[config.mk]
export PLATFORM = sky130hd
export DESIGN_NAME = traffic_light_monitor
export DESIGN_NICKNAME = d
export VERILOG_FILES = /design/src/rtl/traffic_light_monitor.sv
export SDC_FILE = /design/constraint.sdc
export NUM_CORES = 1
export LEC_CHECK = 0
export ABC_AREA = 1
export ABC_CLOCK_PERIOD_IN_PS = 3020
export BUFFER_PORTS_ARGS = -buffer_cell sky130_fd_sc_hd__buf_2
export CORE_MARGIN = 1
export CORE_UTILIZATION = 50
export DETAILED_ROUTE_END_ITERATION = 6
export GPL_TIMING_DRIVEN = 0
export PLACE_DENSITY = 0.69
export SLEW_MARGIN = 10
export SYNTH_ARGS = -nofsm -noshare
export SYNTH_HDL_FRONTEND = slang
export SYNTH_SLANG_ARGS = --single-unit
export TNS_END_PERCENT = 10
[constraint.sdc]
create_clock -name clk -period 3.02 [get_ports clk]
set_input_delay 0.604 -clock clk [delete_from_list [all_inputs] [get_ports clk]]
set_output_delay 0.604 -clock clk [all_outputs]
set_load 0.02 [all_outputs]
[src/rtl/traffic_light_monitor.sv]
`default_nettype none
// ============================================================================
// Module   : traffic_light_monitor
// Purpose  : Passive checker for Red/Yellow/Green lamp outputs of a traffic
//            light controller. Locks onto the lamp sequence, verifies one-hot
//            encoding, legal phase order (R -> G -> Y -> R) and exact per-phase
//            dwell lengths, counts complete good cycles and reports errors.
// Ports    : clk        - clock, all logic on posedge
//            rst        - synchronous reset, active-low (0 = reset)
//            Red        - red lamp sample
//            Yellow     - yellow lamp sample
//            Green      - green lamp sample
//            phase      - tracked phase: 0 SYNC/FAULT, 1 RED, 2 GREEN, 3 YELLOW
//            cycle_done - one-cycle pulse per complete good R-G-Y cycle
//            cycle_cnt  - good cycle count, wraps 255 -> 0
//            err_pulse  - one-cycle pulse per detected violation
//            err_code   - first error since reset: 0 none, 1 one-hot,
//                         2 sequence, 3 dwell short, 4 dwell long
//            fault      - sticky error flag
// Options  : TRAFFIC_MON_AUTO_RESYNC_EN - when defined, FAULT lasts a single
//            cycle and monitoring resumes from SYNC; otherwise FAULT holds
//            until reset.
// Revision : 1.0 - initial release
// ============================================================================
module traffic_light_monitor #(
    parameter int RED_LEN    = 11,
    parameter int GREEN_LEN  = 6,
    parameter int YELLOW_LEN = 5,
    parameter int CNT_W      = 5
) (
    input  logic       clk,
    input  logic       rst,
    input  logic       Red,
    input  logic       Yellow,
    input  logic       Green,
    output logic [1:0] phase,
    output logic       cycle_done,
    output logic [7:0] cycle_cnt,
    output logic       err_pulse,
    output logic [2:0] err_code,
    output logic       fault
);

    // Active states share their low two bits with the lamp code of the lamp
    // that phase expects, so the expected lamp is simply r_state[1:0].
    localparam logic [2:0] c_ST_SYNC   = 3'd0;
    localparam logic [2:0] c_ST_RED    = 3'd1;
    localparam logic [2:0] c_ST_GREEN  = 3'd2;
    localparam logic [2:0] c_ST_YELLOW = 3'd3;
    localparam logic [2:0] c_ST_FAULT  = 3'd4;

    localparam logic [1:0] c_LAMP_NONE = 2'd0;
    localparam logic [1:0] c_LAMP_R    = 2'd1;
    localparam logic [1:0] c_LAMP_G    = 2'd2;
    localparam logic [1:0] c_LAMP_Y    = 2'd3;

    localparam logic [2:0] c_ERR_NONE  = 3'd0;
    localparam logic [2:0] c_ERR_HOT   = 3'd1;
    localparam logic [2:0] c_ERR_SEQ   = 3'd2;
    localparam logic [2:0] c_ERR_SHORT = 3'd3;
    localparam logic [2:0] c_ERR_LONG  = 3'd4;

    localparam logic [CNT_W-1:0] c_RED_LEN    = CNT_W'(RED_LEN);
    localparam logic [CNT_W-1:0] c_GREEN_LEN  = CNT_W'(GREEN_LEN);
    localparam logic [CNT_W-1:0] c_YELLOW_LEN = CNT_W'(YELLOW_LEN);
    localparam logic [CNT_W-1:0] c_DWELL_ONE  = CNT_W'(1);
    localparam logic [CNT_W-1:0] c_DWELL_MAX  = {CNT_W{1'b1}};

    logic [2:0]       r_state;
    logic [CNT_W-1:0] r_dwell;
    logic [1:0]       r_prev;

    logic [2:0]       w_state_nxt;
    logic [CNT_W-1:0] w_dwell_nxt;
    logic [1:0]       w_prev_nxt;
    logic             w_err;
    logic [2:0]       w_err_type;
    logic             w_done;

    logic             w_onehot;
    logic [1:0]       w_lamp;
    logic [1:0]       w_cur_lamp;
    logic [1:0]       w_next_lamp;
    logic [CNT_W-1:0] w_cur_len;

    // Lamp sample decode; anything other than exactly one lamp is invalid.
    always_comb begin
        w_onehot = 1'b1;
        w_lamp   = c_LAMP_NONE;
        case ({Red, Yellow, Green})
            3'b100:  w_lamp = c_LAMP_R;
            3'b010:  w_lamp = c_LAMP_Y;
            3'b001:  w_lamp = c_LAMP_G;
            default: w_onehot = 1'b0;
        endcase
    end

    // Expected lamp, its legal successor and the required dwell of the
    // phase currently being tracked.
    always_comb begin
        w_cur_lamp  = r_state[1:0];
        w_next_lamp = (w_cur_lamp == c_LAMP_Y) ? c_LAMP_R : (w_cur_lamp + 2'd1);
        case (r_state)
            c_ST_RED:    w_cur_len = c_RED_LEN;
            c_ST_GREEN:  w_cur_len = c_GREEN_LEN;
            c_ST_YELLOW: w_cur_len = c_YELLOW_LEN;
            default:     w_cur_len = c_RED_LEN;
        endcase
    end

    // ------------------------------------------------------------------
    // State register (also holds the registered outputs)
    // ------------------------------------------------------------------
    always_ff @(posedge clk) begin
        if (!rst) begin
            r_state    <= c_ST_SYNC;
            r_dwell    <= '0;
            r_prev     <= c_LAMP_NONE;
            cycle_done <= 1'b0;
            cycle_cnt  <= 8'd0;
            err_pulse  <= 1'b0;
            err_code   <= c_ERR_NONE;
            fault      <= 1'b0;
        end else begin
            r_state    <= w_state_nxt;
            r_dwell    <= w_dwell_nxt;
            r_prev     <= w_prev_nxt;
            cycle_done <= w_done;
            cycle_cnt  <= cycle_cnt + {7'd0, w_done};
            err_pulse  <= w_err;
            fault      <= fault | w_err;
            // Only the first violation since reset is recorded.
            if (w_err && (err_code == c_ERR_NONE)) begin
                err_code <= w_err_type;
            end
        end
    end

    // ------------------------------------------------------------------
    // Next-state logic
    // ------------------------------------------------------------------
    always_comb begin
        w_state_nxt = r_state;
        w_dwell_nxt = r_dwell;
        w_prev_nxt  = r_prev;
        w_err       = 1'b0;
        w_err_type  = c_ERR_NONE;
        w_done      = 1'b0;

        case (r_state)
            c_ST_SYNC: begin
                if (!w_onehot) begin
                    w_err      = 1'b1;
                    w_err_type = c_ERR_HOT;
                end else begin
                    w_prev_nxt = w_lamp;
                    // Lock on at the Yellow -> Red boundary so the first
                    // tracked Red phase starts at a known dwell of one.
                    if ((r_prev == c_LAMP_Y) && (w_lamp == c_LAMP_R)) begin
                        w_state_nxt = c_ST_RED;
                        w_dwell_nxt = c_DWELL_ONE;
                    end
                end
            end

            c_ST_RED, c_ST_GREEN, c_ST_YELLOW: begin
                if (!w_onehot) begin
                    w_err      = 1'b1;
                    w_err_type = c_ERR_HOT;
                end else if (w_lamp == w_cur_lamp) begin
                    // Incrementing onto LEN+1 means the dwell is already LEN.
                    if (r_dwell == w_cur_len) begin
                        w_err      = 1'b1;
                        w_err_type = c_ERR_LONG;
                    end else if (r_dwell != c_DWELL_MAX) begin
                        w_dwell_nxt = r_dwell + c_DWELL_ONE;
                    end
                end else if (w_lamp == w_next_lamp) begin
                    if (r_dwell == w_cur_len) begin
                        w_state_nxt = {1'b0, w_next_lamp};
                        w_dwell_nxt = c_DWELL_ONE;
                        w_done      = (r_state == c_ST_YELLOW);
                    end else begin
                        w_err      = 1'b1;
                        w_err_type = c_ERR_SHORT;
                    end
                end else begin
                    w_err      = 1'b1;
                    w_err_type = c_ERR_SEQ;
                end
            end

            c_ST_FAULT: begin
`ifdef TRAFFIC_MON_AUTO_RESYNC_EN
                w_state_nxt = c_ST_SYNC;
`else
                w_state_nxt = c_ST_FAULT;
`endif
            end

            default: begin
                w_state_nxt = c_ST_SYNC;
                w_dwell_nxt = '0;
                w_prev_nxt  = c_LAMP_NONE;
            end
        endcase

        // Any violation drops tracking; a later resync must see Y then R anew.
        if (w_err) begin
            w_state_nxt = c_ST_FAULT;
            w_dwell_nxt = '0;
            w_prev_nxt  = c_LAMP_NONE;
        end
    end

    // ------------------------------------------------------------------
    // Output decode
    // ------------------------------------------------------------------
    always_comb begin
        case (r_state)
            c_ST_RED:    phase = 2'd1;
            c_ST_GREEN:  phase = 2'd2;
            c_ST_YELLOW: phase = 2'd3;
            default:     phase = 2'd0;
        endcase
    end

endmodule
`default_nettype wire
==> results.tsv <==
metric	value	unit
status	finished, final reports clean	
setup_violations	0	
rsz0062_at_grt	no	
crit_required	3.24	ns
area_growth	13.1	%
die_w	58.5	um
synthTopCellsByArea	dfxtp_1 30%, nand2_1 13%, inv_1 7.8%, ha_1 7.1%, nand3_1 6.3%	
ios	21	
fmax	380	MHz
final_core_util	59.5	%
initial_core_util	52.6	%
r2r_start	r_state[0]$_SDFFE_PP0P_	
critPathLaunchType	register	
worst_pin_slew	0.416	ns
drt_pass1_iterations	4	
power_density	803	nW/um2
min_period	2.63	ns
cpMostUsedCell	nand2_1	
core_region_area	3030	um2
cp_max_fo	5	
clkTransAtPathRegs	0.13	ns
numCtsBuffers	3	
grt_usage	20.1	%
drv_slew	0	
syn_inst	236	
nNetsFinal	274	
synthArstFlopShare	0	%
ctsResizeCount	0	
cp.arrival	2.85	ns
rrSetupSlack	0.39	ns
timing.hold.ws	0.484	ns
post_cts_buffers	0	
drc	0	
antenna_found_initial	0	
synth_ff_type	dfxtp_1	
drt-wirelength-per-cell	10.4	um
hold_path_class	register to register	
syn-num-nets	250	
die_h	58.5	um
synth_cell_types	26	
regArea	482	um2
synth_seq_cells	24	
path_cells	inv_1 > ha_2 > inv_1 > nand3_1 > nand2_1 > nand2_1 > nand2_1 > nor2_1 > nand2_4 > nor3_1 > ha_1 > ha_1 > nand2_1 > nor2_1 > nand3_1 > o21ai_0 > a21oi_1	
cts_num_sinks	24	
cts_tree	yes	
die_area	3420	um2
synth.avg_cell_area	6.75	um2
worst-setup-path-type	register to register	
worst_r2r_path_depth	17	
clk-insertion-delay-late	0.32	ns
syn-cell-area	1590	um2
post-dp-hpwl	2.52	mm
ir_drop	512	uV
synth_common_cells	56 x nand2_1, 33 x inv_1, 24 x dfxtp_1, 23 x nor2_1, 20 x nand3_1	
post-route-period-util	87.2	%
synth_edf_count	0	
routed_wl	3.14	mm
place_congestion	0.840	
cts_hold_buf	0	
synth.most_common_cell	nand2_1	
antenna_cells	0	
slew_headroom	71.9	%
leakage	0.884	nW
drive_gt1_share	21.6	%
post_dp_cell_area	1740	um2
reg2reg_to	cycle_cnt[6]$_SDFF_PN0_	
routed_via_density	4.89	
htree_levels	1	
port_buffers	19	
hold_end	r_prev[0]$_SDFFE_PP0P_	
skew	0.00278	ns
end_kind	register	
multi_input_area	975	um2
first_iter_violations	51	
yosys_warnings	0	
netlist.area_leader.share	30.1	%
drv_cap	0	
min_from	r_prev[0]$_SDFFE_PP0P_	
ant_nets	0	
design_area	1800	um2
grt_pass1_wl	5.36	mm
finalHoldViolCount	0	
cts_root_buffer	clkbuf_4	
slowest_delay	0.37	ns
synth_top_area_cell	dfxtp_1	
fillers	320	
first_global_vias	1274	
slowest_stage	dfxtp_2	
setup_tns	0	ns
grt_max_degree	15	
gr-total-overflow	0	
hold_depth	2	
num_rows	20	
clock_path_buffers	2	
yosysSeqAreaShare	30.1	%
num_vias	1482	
power	1.45	mW
==> worst max-delay path: cells and delay by family (launching register included) <==
kind                     cells  cell delay, ns
flip-flops                   1            0.37
buffers and inverters        2            0.20
adder cells (fa/ha/maj)      3            0.63
AND/OR/NAND/NOR             10            1.12
AO/OA/AOI/OAI                2            0.23
==> metrics by stage <==
stage | instances | setup WS, ns
detailed placement | 299 | 0.251
global route | 303 | 0.00329
finish | 303 | 0.388
global placement | 299 | 0.289
CTS | 303 | 0.233
floorplan | 236 | 0.574
==> cell type report <==
cell class,instances,area share (%)
clock buffers,3,1.25
clock inverters,1,1.67
repair buffers,19,5.27
inverters,37,7.70
well taps,44,3.05
multi-input cells,174,54.1
flip-flops and latches,24,26.7
plain buffers,1,0.278
==> sequential cells by signal, indices dropped and copies added, names as in the netlist <==
name,count
cycle_cnt,8
cycle_done,1
err_code,3
err_pulse,1
fault,1
r_dwell,5
r_prev,2
r_state,3
==> kinds of logic after synthesis <==
family,after synthesis,synth area share (%)
flip-flops,24,30.1
XOR/XNOR,3,1.65
AO/OA/AOI/OAI,26,8.87
AND/OR/NAND/NOR,136,43.2
buffers and inverters,38,9.03
adder cells (fa/ha/maj),9,7.06
==> metal layers <==
layer  up-vias  share of wire, %  GRT usage, %
met3         4               2.9          3.96
met2        16                45          33.0
met4         0              0.95          3.40
met1       657                51          28.0
met5         -                 0             0
li1        805                 -             -
==> power breakdown <==
group / total, mW / internal [mW] / switching (mW)
clock: 0.232 / 0.134 / 0.0977
combinational: 0.791 / 0.263 / 0.528
sequential: 0.426 / 0.377 / 0.0492
total: 1.45 / 0.774 / 0.674
==> worst max path at each step <==
stage | from | endpoint | depth (start not counted)
5_1_grt | r_state[0]$_SDFFE_PP0P_ | cycle_cnt[6]$_SDFF_PN0_ | 17
3_5_place_dp | r_state[0]$_SDFFE_PP0P_ | cycle_cnt[6]$_SDFF_PN0_ | 16
3_3_place_gp | r_state[0]$_SDFFE_PP0P_ | cycle_cnt[6]$_SDFF_PN0_ | 16
4_1_cts | r_state[0]$_SDFFE_PP0P_ | cycle_cnt[6]$_SDFF_PN0_ | 16
2_1_floorplan | r_state[0]$_SDFFE_PP0P_ | cycle_cnt[6]$_SDFF_PN0_ | 16
6_report | r_state[0]$_SDFFE_PP0P_ | cycle_cnt[6]$_SDFF_PN0_ | 17
==> placed cells by master (no fill, tap or decap), drive strengths merged <==
master  netlist  routed
buf           1      20
xor2          2       2
nor2         30      30
xnor2         1       1
nand4         9       9
o21bai        1       1
o21ai        11      11
ha            9       9
nand3        23      23
bufinv        0       1
nand2        70      70
a21oi        12      12
nor4          1       1
clkbuf        0       3
inv          37      37
nor3          3       3
dfxtp        24      24
o21a          2       2
(Power assumes the default switching activity.)
